==> src/rtl/corrige_hamming.sv <==
// Hamming(15,11) single-error-correcting decoder: two-stage valid/ready pipeline
// (syndrome, then correction) with saturating delivered/corrected word counters.
module corrige_hamming #(
  parameter int CNT_W = 16
) (
  input  logic             clk,
  input  logic             rst,
  input  logic [14:0]      entrada,
  input  logic             entrada_valida,
  output logic             entrada_pronta,
  output logic [10:0]      saida,
  output logic             saida_valida,
  input  logic             saida_pronta,
  output logic             erro_corrigido,
  output logic [3:0]       sindrome,
  input  logic             limpa_contadores,
  output logic [CNT_W-1:0] contador_palavras,
  output logic [CNT_W-1:0] contador_corrigidas
);

  logic             r_v1;
  logic [10:0]      r_d1;
  logic [3:0]       r_s1;
  logic             r_v2;
  logic [10:0]      r_saida;
  logic             r_erro;
  logic [3:0]       r_sind;
  logic [CNT_W-1:0] r_cnt_pal;
  logic [CNT_W-1:0] r_cnt_cor;

  logic        w_avanca1;
  logic        w_avanca2;
  logic        w_xfer_out;
  logic [3:0]  w_sind;
  logic [10:0] w_dados_in;
  logic [10:0] w_dados_corr;

  // Hamming position (1..15) of data bit j.
  function automatic logic [3:0] posicao(input int unsigned j);
    case (j)
      0:       posicao = 4'd3;
      1:       posicao = 4'd5;
      2:       posicao = 4'd6;
      3:       posicao = 4'd7;
      default: posicao = 4'(j + 5);
    endcase
  endfunction

  assign w_avanca2      = !r_v2 || saida_pronta;
  assign w_avanca1      = !r_v1 || w_avanca2;
  assign w_xfer_out     = r_v2 && saida_pronta;
  assign entrada_pronta = w_avanca1;

  assign w_dados_in = {entrada[14:8], entrada[6:4], entrada[2]};

  always_comb begin
    w_sind = '0;
    for (int unsigned i = 0; i < 15; i++) begin
      for (int unsigned k = 0; k < 4; k++) begin
        if ((((i + 1) >> k) & 32'd1) != 32'd0) begin
          w_sind[k] = w_sind[k] ^ entrada[i];
        end
      end
    end
  end

  // Only data bits are carried past stage 1; a syndrome naming a parity
  // position therefore leaves the data untouched.
  always_comb begin
    w_dados_corr = r_d1;
    for (int unsigned j = 0; j < 11; j++) begin
      if (r_s1 == posicao(j)) begin
        w_dados_corr[j] = ~r_d1[j];
      end
    end
  end

  always_ff @(posedge clk or posedge rst) begin
    if (rst) begin
      r_v1 <= 1'b0;
      r_d1 <= '0;
      r_s1 <= '0;
    end else if (w_avanca1) begin
      r_v1 <= entrada_valida;
      if (entrada_valida) begin
        r_d1 <= w_dados_in;
        r_s1 <= w_sind;
      end
    end
  end

  always_ff @(posedge clk or posedge rst) begin
    if (rst) begin
      r_v2    <= 1'b0;
      r_saida <= '0;
      r_erro  <= 1'b0;
      r_sind  <= '0;
    end else if (w_avanca2) begin
      r_v2 <= r_v1;
      if (r_v1) begin
        r_saida <= w_dados_corr;
        r_erro  <= (r_s1 != 4'd0);
        r_sind  <= r_s1;
      end
    end
  end

  always_ff @(posedge clk or posedge rst) begin
    if (rst) begin
      r_cnt_pal <= '0;
      r_cnt_cor <= '0;
    end else if (limpa_contadores) begin
      r_cnt_pal <= '0;
      r_cnt_cor <= '0;
    end else if (w_xfer_out) begin
      if (r_cnt_pal != '1) begin
        r_cnt_pal <= r_cnt_pal + CNT_W'(1);
      end
      if (r_erro && (r_cnt_cor != '1)) begin
        r_cnt_cor <= r_cnt_cor + CNT_W'(1);
      end
    end
  end

  assign saida               = r_saida;
  assign saida_valida        = r_v2;
  assign erro_corrigido      = r_erro;
  assign sindrome            = r_sind;
  assign contador_palavras   = r_cnt_pal;
  assign contador_corrigidas = r_cnt_cor;

endmodule
==> config.mk <==
export PLATFORM = sky130hd
export DESIGN_NAME = corrige_hamming
export DESIGN_NICKNAME = d
export VERILOG_FILES = /design/src/rtl/corrige_hamming.sv
export SDC_FILE = /design/constraint.sdc
export NUM_CORES = 1
export LEC_CHECK = 0
export CAP_MARGIN = 20
export CORE_UTILIZATION = 45
export DETAILED_ROUTE_END_ITERATION = 16
export PLACE_DENSITY = 0.67
export REMOVE_ABC_BUFFERS = 1
export SLEW_MARGIN = 5
export SYNTH_ARGS = -nofsm -noshare
export SYNTH_HDL_FRONTEND = slang
export SYNTH_SLANG_ARGS = --single-unit
==> constraint.sdc <==
create_clock -name clk -period 3.6 [get_ports clk]
set_input_delay 0.54 -clock clk [delete_from_list [all_inputs] [get_ports clk]]
set_output_delay 0.54 -clock clk [all_outputs]
set_load 0.01 [all_outputs]
==> key figures, run 1 <==
Outcome
  • Outcome: completed

STA
  • TNS Setup: 0 ns
  • Hold Fails Final Rpt: 0
  • Slew Viols, Final: 0
  • Setup Skew: 0.00698 ns
  • Max_slew headroom: 45.6%
  • RSZ-0062 raised after global routing: false
  • # setup viols final: 0
  • Worst hold slack: 0.457 ns
  • Max Clk Rate: 404 MHz
  • Fin crit share: 68.8%
  • Worst slew pin tran: 0.814 ns
  • Final Critical Period: 2.48 ns

Pwr
  • Cell Int Power: 1.49 mW
  • NetSw: 570 uW
  • Overall power: 2.06 mW
  • Power Density: 461 mW/mm^2
  • Gate power share: 22.9%
  • Peak VDD IR: 0.269 mV
  • Clock Power Share: 32.0%
  • Net Sw Frac: 27.7%
  • Leak Pwr: 1.74 nW
  • Reg power frac: 45.1%

Layout
  • Final antenna diode count: 0
  • Register Area: 0.00163 sq mm
  • Commonest non-fill, non-tap cell in the layout: clkdlybuf4s50_1
  • Most frequent cells in the layout: clkdlybuf4s50_1 (69), dfrtp_1 (65), nand2_1 (38)
  • Share of layout cells above drive strength 1: 12.4%
  • Final std cells w/o fill: 517
  • Layout area overhead: 29.4%
  • Fillers: 608
  • Multi-input logic area: 0.00176 sq mm
  • Layout Nets: 436

Logic synthesis
  • Count of cell types in the netlist: 43
  • Main synth FF type: dfrtp_1
  • Synth Cell Area: 0.00345 sq mm
  • Yosys Warn Count: 0
  • Mean post-synth cell area: 10.1 sq um
  • Sequential share of the synthesized area: 47.2%
  • EDFF count, synth: 0
  • Flops & latches, synth: 65
  • Mapped Cells: 340
  • FFs w/ async S/R, synth: 100%

Global routing
  • Number of global-route vias before repair: 2697
  • First-pass GRT wire length: 12500 microns
  • Gr usage total: 20.5%
  • Total gr overflow: 0
  • Initial antenna violation count: 0
  • Largest net degree at the start of global routing: 35

Clock tree
  • Bufs on Longest Clock Path: 2
  • Post-CTS setup buffer count: 0
  • Cts bufs inserted: 9
  • Worst-skew pair later-pin latency: 0.34 ns
  • Cts-stage hold buffer count: 0
  • Resize count post-CTS: 0
  • Clk root buf: clkbuf_8
  • Clk sinks: 65
  • TritonCTS clock tree: done
  • CTS clk-pin slew, worst paths: 0.07 ns
  • CTS H-tree lvls: 3

Run
  • Maxcap violations: 0

Setup path
  • R2r worst-path depth: 5
  • Crit Path Max Fanout: 8
  • Crit path DAT: 1.94 ns
  • Critical path required time: 3.06 ns
  • Worst Setup Start Kind: input pin
  • Critical path capture point type: output pin
  • Crit Path Class: input pin to output pin

Floorplan
  • Core area: 0.00733 sq mm
  • Starting density of the core: 47.1%
  • FP Rows: 31
  • I/O pins: 70
  • Total die area: 0.00802 sq mm
  • Die width: 89.6 microns
  • Die Ht: 89.6 microns

Detailed routing
  • Top Metal Used: met4
  • Vias: 2853
  • TritonRoute pass-1 iters: 4
  • Vias per cell: 5.52
  • WL met2: 3680 microns
  • Drt wl/cell: 14.5 microns
  • Met1 WL: 3460 microns
  • Met3 WL: 268 microns
  • Residual DRC count: 0
  • Routed Antenna Nets: 0
  • Final WL: 7500 microns
  • Initial DRC count: 108

Placed design
  • IO Port Bufs: 69
  • RD Place Congestion: 0.789
  • Dpl hpwl: 5410 microns
  • Placed cell count: 502

Hold path
  • Tightest Hold Check Type: input pin to async pin
sequential cells by signal, indices dropped and copies added (netlist names):
signal and flops:
r_d1 11, contador_corrigidas 16, r_s1 4, saida 11
erro_corrigido 1, saida_valida 1, sindrome 4, r_v1 1
contador_palavras 16
metrics by stage:
stage	setup slack [ns]	util [%]	instance area, sq um
2_1_floorplan	1.43	-	3410
3_3_place_gp	1.08	58.0	4250
3_5_place_dp	1.04	58.0	4250
4_1_cts	1.13	60.9	4460
5_1_grt	1.07	60.9	4460
6_report	1.12	60.9	4460
path summary, 6_finish.rpt:
path | start | endpoint | slack, ns
max in group asynchronous | rst | r_d1[2] | 2.43
setup / recovery | saida_pronta | entrada_pronta | 1.12
setup reg to reg | contador_corrigidas[0] | contador_corrigidas[2] | 1.56
min in group clk | saida[6] | saida[6] | 0.48
hold / removal | rst | contador_corrigidas[14] | 0.46
hold reg to reg | saida[6] | saida[6] | 0.48
power by group through the flow:
stage	sequential, mW	clock [mW]	combinational, mW
after global routing	0.947	0.704	0.520
final	0.929	0.660	0.471
after global placement	0.939	0	0.471
after CTS	0.929	0.678	0.480
after detailed placement	0.941	0	0.477
after floorplan	0.950	0	0.225
Yosys cell counts (all sizes together), types with 11 or more instances:
library cell,count,area share (%)
dfrtp,65,47
mux2,21,6.9
or4,11,2.4
xnor2,21,5.3
nand3,13,1.9
nor2,12,1.3
a21oi,21,3.0
nand2,38,4.1
o31ai,11,2.4
o21ai,25,3.6
layout make-up:
type,count,area share (%)
Multi-Input combinational cell,260,39.5
Sequential cell,65,36.4
Timing Repair Buffer,72,16.0
Clock buffer,13,4.01
Tap cell,99,2.77
Clock inverter,2,0.785
Inverter,6,0.504
critical path, cell delays in order:
cell and delay, ns:
clkdlybuf4s50_1 0.60, nand3b_1 0.22, clkdlybuf4s50_1 0.57
per-layer routing:
layer / GRT usage [%] / vias to the layer above
li1: - / 1395
met1: 25.2 / 1393
met2: 34.5 / 58
met3: 4.06 / 7
met4: 9.96 / 0
met5: 0 / -
logic make-up after synthesis:
logic type	after synthesis	share of synthesized area, %
AND/OR/NAND/NOR	133	21.7
XOR/XNOR	32	8.92
multiplexers	22	7.15
adder cells (fa/ha/maj)	2	0.725
buffers and inverters	15	1.70
AO/OA/AOI/OAI	71	12.6
flip-flops	65	47.2
Note: power is estimated with default switching activity, not from simulation.
==> inputs of run 2 (changes only) <==
--- a/config.mk
+++ b/config.mk
@@ -8,7 +8,7 @@
 export CAP_MARGIN = 20
 export CORE_UTILIZATION = 45
 export DETAILED_ROUTE_END_ITERATION = 16
-export PLACE_DENSITY = 0.67
+export PLACE_DENSITY = 0.7
 export REMOVE_ABC_BUFFERS = 1
 export SLEW_MARGIN = 5
 export SYNTH_ARGS = -nofsm -noshare
==> constraint.sdc (replaced) <==
create_clock -name clk -period 2.1 [get_ports clk]
set_input_delay 0.315 -clock clk [delete_from_list [all_inputs] [get_ports clk]]
set_output_delay 0.315 -clock clk [all_outputs]
set_load 0.01 [all_outputs]
==> run 2 against run 1 <==
Sequential power up 71%. Clock skew fell by 0.00071 ns. Global-route usage increased by 0.30 points. Count of clock-buffer cells in the layout decreased by 1. Critical endpoint unchanged. Worst hold slack worse by 0.096 ns. Die area unchanged. Non-clock buffer count increased by 14. Final area grew 2.5%. Clock power rose by 61%. Power rose by 69%.
==> key figures, run 2 (same netlist as run 1, synthesis figures left out) <==
Detailed routing
  • Vias per cell: 5.52 (about the same)
  • Vias: 2932 (was 2853)
  • TritonRoute pass-1 iters: 5 (was 4)
  • Residual DRC count: 0 (unchanged)
  • Final WL: 7670 microns (was 7500 microns)
  • Routed Antenna Nets: 0 (unchanged)
  • Drt wl/cell: 14.4 microns (was 14.5 microns)
  • Initial DRC count: 98 (was 108)

Clock tree
  • Clk sinks: 65 (unchanged)
  • TritonCTS clock tree: done (unchanged)
  • Resize count post-CTS: 1 (was 0)
  • Post-CTS setup buffer count: 0 (unchanged)
  • CTS H-tree lvls: 3 (unchanged)
  • Cts bufs inserted: 9 (unchanged)
  • Clk root buf: clkbuf_8 (unchanged)
  • Bufs on Longest Clock Path: 2 (unchanged)
  • CTS clk-pin slew, worst paths: 0.07 ns (about the same)
  • Cts-stage hold buffer count: 0 (unchanged)
  • Worst-skew pair later-pin latency: 0.34 ns (about the same)

Floorplan
  • Die Ht: 89.6 microns (unchanged)
  • Starting density of the core: 47.1% (unchanged)
  • I/O pins: 70 (unchanged)
  • FP Rows: 31 (unchanged)
  • Core area: 0.00733 sq mm (unchanged)
  • Die width: 89.6 microns (unchanged)
  • Total die area: 0.00802 sq mm (unchanged)

STA
  • Setup Skew: 0.00627 ns (was 0.00698 ns)
  • Final Critical Period: 1.94 ns
  • RSZ-0062 raised after global routing: false (unchanged)
  • TNS Setup: 0 ns (unchanged)
  • Max_slew headroom: 61.1% (was 45.6%)
  • # setup viols final: 0 (unchanged)
  • Hold Fails Final Rpt: 0 (unchanged)
  • Max Clk Rate: 517 MHz
  • Worst hold slack: 0.360 ns (was 0.457 ns)
  • Worst slew pin tran: 0.578 ns (was 0.814 ns)
  • Slew Viols, Final: 0 (unchanged)
  • Fin crit share: 92.2%

Setup path
  • Critical path's largest stage delay: 0.57 ns (was 0.60 ns)
  • R2R Setup Slk: 0.23 ns (was 1.56 ns)
  • Critical path cell sequence: nand3b_1 > clkdlybuf4s50_1 (was clkdlybuf4s50_1 > nand3b_1 > clkdlybuf4s50_1)
  • Crit path depth: 2 (was 3)
  • Critical path required time: 1.78 ns (was 3.06 ns)
  • Slowest-stage cell, CP: clkdlybuf4s50_1 (unchanged)
  • Crit Path Max Fanout: 9 (was 8)
  • Worst Setup Start Kind: register (was input pin)
  • Crit Path Class: register to output pin (was input pin to output pin)
  • Crit path DAT: 1.62 ns (was 1.94 ns)
  • R2r endpoint: contador_corrigidas[14] (was contador_corrigidas[2])
  • Reg-to-Reg Start: contador_corrigidas[0] (unchanged)
  • End of the critical path: entrada_pronta (unchanged)
  • Critical Path Source: saida_valida (was saida_pronta)
  • R2r worst-path depth: 5 (unchanged)
  • Critical path capture point type: output pin (unchanged)
  • CP bufs+invs: 1 (was 2)
  • Crit path max-delay family: buffers and inverters (unchanged)

Pwr
  • Net Sw Frac: 28.1% (was 27.7%)
  • Gate power share: 24.0% (was 22.9%)
  • Peak VDD IR: 0.508 mV (was 0.269 mV)
  • Clock Power Share: 30.5% (was 32.0%)
  • Overall power: 3.49 mW (was 2.06 mW)
  • Power Density: 763 mW/mm^2 (was 461 mW/mm^2)
  • Cell Int Power: 2.51 mW (was 1.49 mW)
  • Reg power frac: 45.5% (was 45.1%)
  • Leak Pwr: 1.81 nW (was 1.74 nW)
  • NetSw: 980 uW (was 570 uW)

Layout
  • Layout area overhead: 32.6% (was 29.4%)
  • Fillers: 614 (was 608)
  • Most frequent cells in the layout: clkdlybuf4s50_1 (68), dfrtp_1 (65), nand2_1 (38) (was clkdlybuf4s50_1 (69), dfrtp_1 (65), nand2_1 (38))
  • Share of layout cells above drive strength 1: 15.0% (was 12.4%)
  • Commonest non-fill, non-tap cell in the layout: clkdlybuf4s50_1 (unchanged)
  • Design area: 0.00457 sq mm (was 0.00446 sq mm)
  • Final std cells w/o fill: 531 (was 517)
  • Layout Nets: 450 (was 436)
  • Final antenna diode count: 0 (unchanged)

Placed design
  • Placed cell count: 516 (was 502)
  • Dpl hpwl: 5520 microns (was 5410 microns)
  • IO Port Bufs: 69 (unchanged)
  • DP Area: 0.00438 sq mm (was 0.00425 sq mm)
  • RD Place Congestion: 0.808 (was 0.789)

Global routing
  • Initial antenna violation count: 0 (unchanged)
  • Number of global-route vias before repair: 2722 (was 2697)
  • Total gr overflow: 0 (unchanged)
  • Largest net degree at the start of global routing: 66 (was 35)
  • Gr usage total: 20.8% (was 20.5%)
  • First-pass GRT wire length: 12700 microns (was 12500 microns)

Outcome
  • Outcome: completed (unchanged)

Run
  • Maxcap violations: 0 (unchanged)

Hold path
  • Tightest Hold Check Type: input pin to async pin (unchanged)
==> run 2: changes by cell type in the layout (fill, tap and decap cells not counted), sizes merged <==
cell           change
dlygate4sd2        +1
clkdlybuf4s50      -1
clkinv             +1
buf               +14
clkbuf             -1
==> run 2: metrics by stage <==
| step | worst slack, ns | utilization (%) |
|---|---|---|
| after floorplan | 0.159 | - |
| final | 0.164 | 62.4 |
| after global placement | -0.0597 | 59.8 |
| after global routing | 0.0968 | 62.4 |
| after detailed placement | -0.0670 | 59.8 |
| after CTS | 0.161 | 62.4 |
==> run 2: metal layers <==
metal | part of all wire [%] | GRT usage [%] | wire length, microns | vias to the layer above
li1 | - | - | - | 1419
met1 | 46 | 27.5 | 3550 | 1430
met2 | 48 | 33.7 | 3710 | 72
met3 | 3.9 | 3.51 | 302 | 11
met4 | 1.3 | 9.09 | 103 | 0
met5 | 0 | 0 | 0 | -
==> run 2: worst min-delay path, cell delays in order <==
cell	delay, ns
clkdlybuf4s50_1	0.41
inv_2	0.07
buf_12	0.30
==> run 2: how the worst min path moves through the flow <==
stage / slack (ns) / to / from
floorplan: 0.38 / contador_corrigidas[0] / limpa_contadores
global placement: 0.47 / saida[2] / saida[2]
detailed placement: 0.47 / saida[8] / saida[8]
CTS: 0.38 / contador_corrigidas[15] / rst
global route: 0.42 / contador_corrigidas[4] / rst
finish: 0.36 / contador_corrigidas[15] / rst
==> run 2: layout make-up <==
cell class                      instances  area, sq um  share of cell area [%]
Timing Repair Buffer                   86          842                    18.4
Sequential cell                        65         1630                    35.6
Inverter                                6         22.5                   0.492
Clock buffer                           12          155                    3.39
Tap cell                               99          124                    2.71
Clock inverter                          3         40.0                   0.875
Multi-Input combinational cell        260         1760                    38.6
==> run 2: power groups by stage <==
stage | clock [mW] | sequential (mW) | combinational (mW)
after global routing | 1.14 | 1.61 | 0.918
after global placement | 0 | 1.61 | 0.835
final | 1.06 | 1.59 | 0.838
after detailed placement | 0 | 1.61 | 0.848
after floorplan | 0 | 1.63 | 0.386
after CTS | 1.08 | 1.59 | 0.852
==> RTL edit: new RTL, config.mk and constraints of run 2 <==
Change the parameter `CNT_W` from 16 to 18.
--- a/src/rtl/corrige_hamming.sv
+++ b/src/rtl/corrige_hamming.sv
@@ -2,5 +2,5 @@
 // (syndrome, then correction) with saturating delivered/corrected word counters.
 module corrige_hamming #(
-  parameter int CNT_W = 16
+  parameter int CNT_W = 18
 ) (
   input  logic             clk,
Ports: changed (resized contador_corrigidas and contador_palavras); port bits go from 70 to 74. The function was not compared with the original's and may differ.
==> RTL edit against run 2 <==
Global-route usage shrank 1.0 points. Cell area grew 3.9%. Routed wire length increased by 0.20%. Sequential cell count grew 4. Sequential power increased by 4%. Area after synthesis rose by 4.9%. Sequential share of layout area up 0.77 points. Setup slack worse by 0.12 ns. Power grew 3.4%. Final cell count rose by 4.0%.
==> RTL edit: results (changes against run 2) <==
| Metric | Value |
|---|---|
| Reg-to-Reg End | `contador_palavras[8]` |
| M1 GR Usage | `0.252 (-0.0231)` |
| Outcome | `finished clean` |
| DR iter-0 viols | `86 (-12%)` |
| Netlist cell types | `49 (+14%)` |
| Top cells by count, synth | `dfrtp_1 (69), nor2_1 (44), xnor2_1 (37), nand2_1 (33), o21ai_0 (22)` |
| TritonRoute pass-1 iters | `6 (+1)` |
| Largest net degree at the start of global routing | `45 (-32%)` |
| M3 GR Usage | `0.0564 (+0.0213)` |
| Layout cells sized above 1 | `0.131 (-0.0194)` |
| Worst reg2reg setup slack | `0.29 ns (+0.06 ns)` |
| Tmin final | `2.06 ns (+0.122 ns)` |
| Vias per cell | `5.17 (-6.3%)` |
| Worst relative slew slack | `0.624 (+0.0128)` |
| Detailed placer's ending HPWL | `5580 um (+1.0%)` |
| Nets | `467 (+3.8%)` |
| Number of global-route vias before repair | `2766 (+1.6%)` |
| Worst Hold Slack | `0.348 ns (-0.0120 ns)` |
| WL/cell | `13.9 um (-3.6%)` |
| Gpl congestion | `0.805 (-0.40%)` |
| Reg2reg path depth | `6 (+1)` |
| Setup WS pre-CTS | `-0.00513 ns (+0.0619 ns)` |
| GRT Util Overall | `0.198 (-0.0102)` |
| Worst EP arrival | `1.74 ns (+0.12 ns)` |
| FF-to-FF Start | `contador_palavras[0]` |
| Area contributors post-synth | `dfrtp_1 (48%), xnor2_1 (9.0%), mux2_2 (4.7%), xor2_1 (4.6%), nor2_1 (4.6%)` |
| CP max FO | `7 (-2)` |
| Peak supply drop | `0.000464 V (-8.7%)` |
| Met2 Usage GRT | `0.331 (-0.00595)` |
| First-pass GRT wire length | `13100 um (+3.2%)` |
| Sequential area share after synthesis | `0.477 (+0.00565)` |
RTL edit: cell count changes after synthesis, sizes merged, moves of 10 or more:
cell / change
xor2: +10
o31ai: -10
xnor2: +16
nor2: +32
or4: -11
a21oi: -13
RTL edit: worst max-delay path by stage:
stage               cells after the start    startpoint                      to
floorplan                               1           rst  contador_corrigidas[0]
global placement                        7  saida_pronta    contador_palavras[8]
CTS                                     3  saida_pronta          entrada_pronta
finish                                  3  saida_pronta          entrada_pronta
global route                            3  saida_pronta          entrada_pronta
detailed placement                      7  saida_pronta    contador_palavras[8]
RTL edit: cell type report:
class / instances / area [sq um]
clock inverters: 3 / 42.5
repair buffers: 85 / 833
flip-flops and latches: 69 / 1730
well taps: 102 / 128
clock buffers: 13 / 169
multi-input cells: 273 / 1830
inverters: 7 / 26.3
fillers: 684 / 3010
RTL edit: critical path, stage by stage:
cell             delay (ns)
clkdlybuf4s50_1        0.64
nand3b_1               0.22
clkdlybuf4s50_1        0.56
RTL edit: cells by family after synthesis:
logic type | after synthesis | synth area share
mux | 19 | 0.0577
xor+xnor | 56 | 0.136
fa+ha+maj | 2 | 0.00691
flops | 69 | 0.477
buf+inv | 16 | 0.0176
simple gates | 148 | 0.224
compound gates | 48 | 0.0806
RTL edit: report_power, final:
| group | total, W | switching (W) | internal [W] |
|---|---|---|---|
| Sequential | 0.00165 | 0.000151 | 0.00150 |
| Clock | 0.00114 | 0.000491 | 0.000645 |
| Combinational | 0.000820 | 0.000361 | 0.000459 |
| Total | 0.00361 | 0.00100 | 0.00260 |
RTL edit: per-layer routing:
| metal | part of all wire | wire [um] | vias up |
|---|---|---|---|
| met3 | 0.043 | 333 | 8 |
| met1 | 0.46 | 3540 | 1364 |
| met2 | 0.49 | 3730 | 66 |
| li1 | - | - | 1417 |
| met5 | 0 | 0 | - |
| met4 | 0.0099 | 76 | 0 |
RTL edit: per-stage QoR:
| step | TNS [ns] | instances | area (sq um) |
|---|---|---|---|
| global route | 0 | 552 | 4750 |
| floorplan | 0 | 349 | 3580 |
| global placement | 0 | 536 | 4540 |
| detailed placement | -0.00513 | 536 | 4540 |
| CTS | 0 | 552 | 4750 |
| finish | 0 | 552 | 4750 |
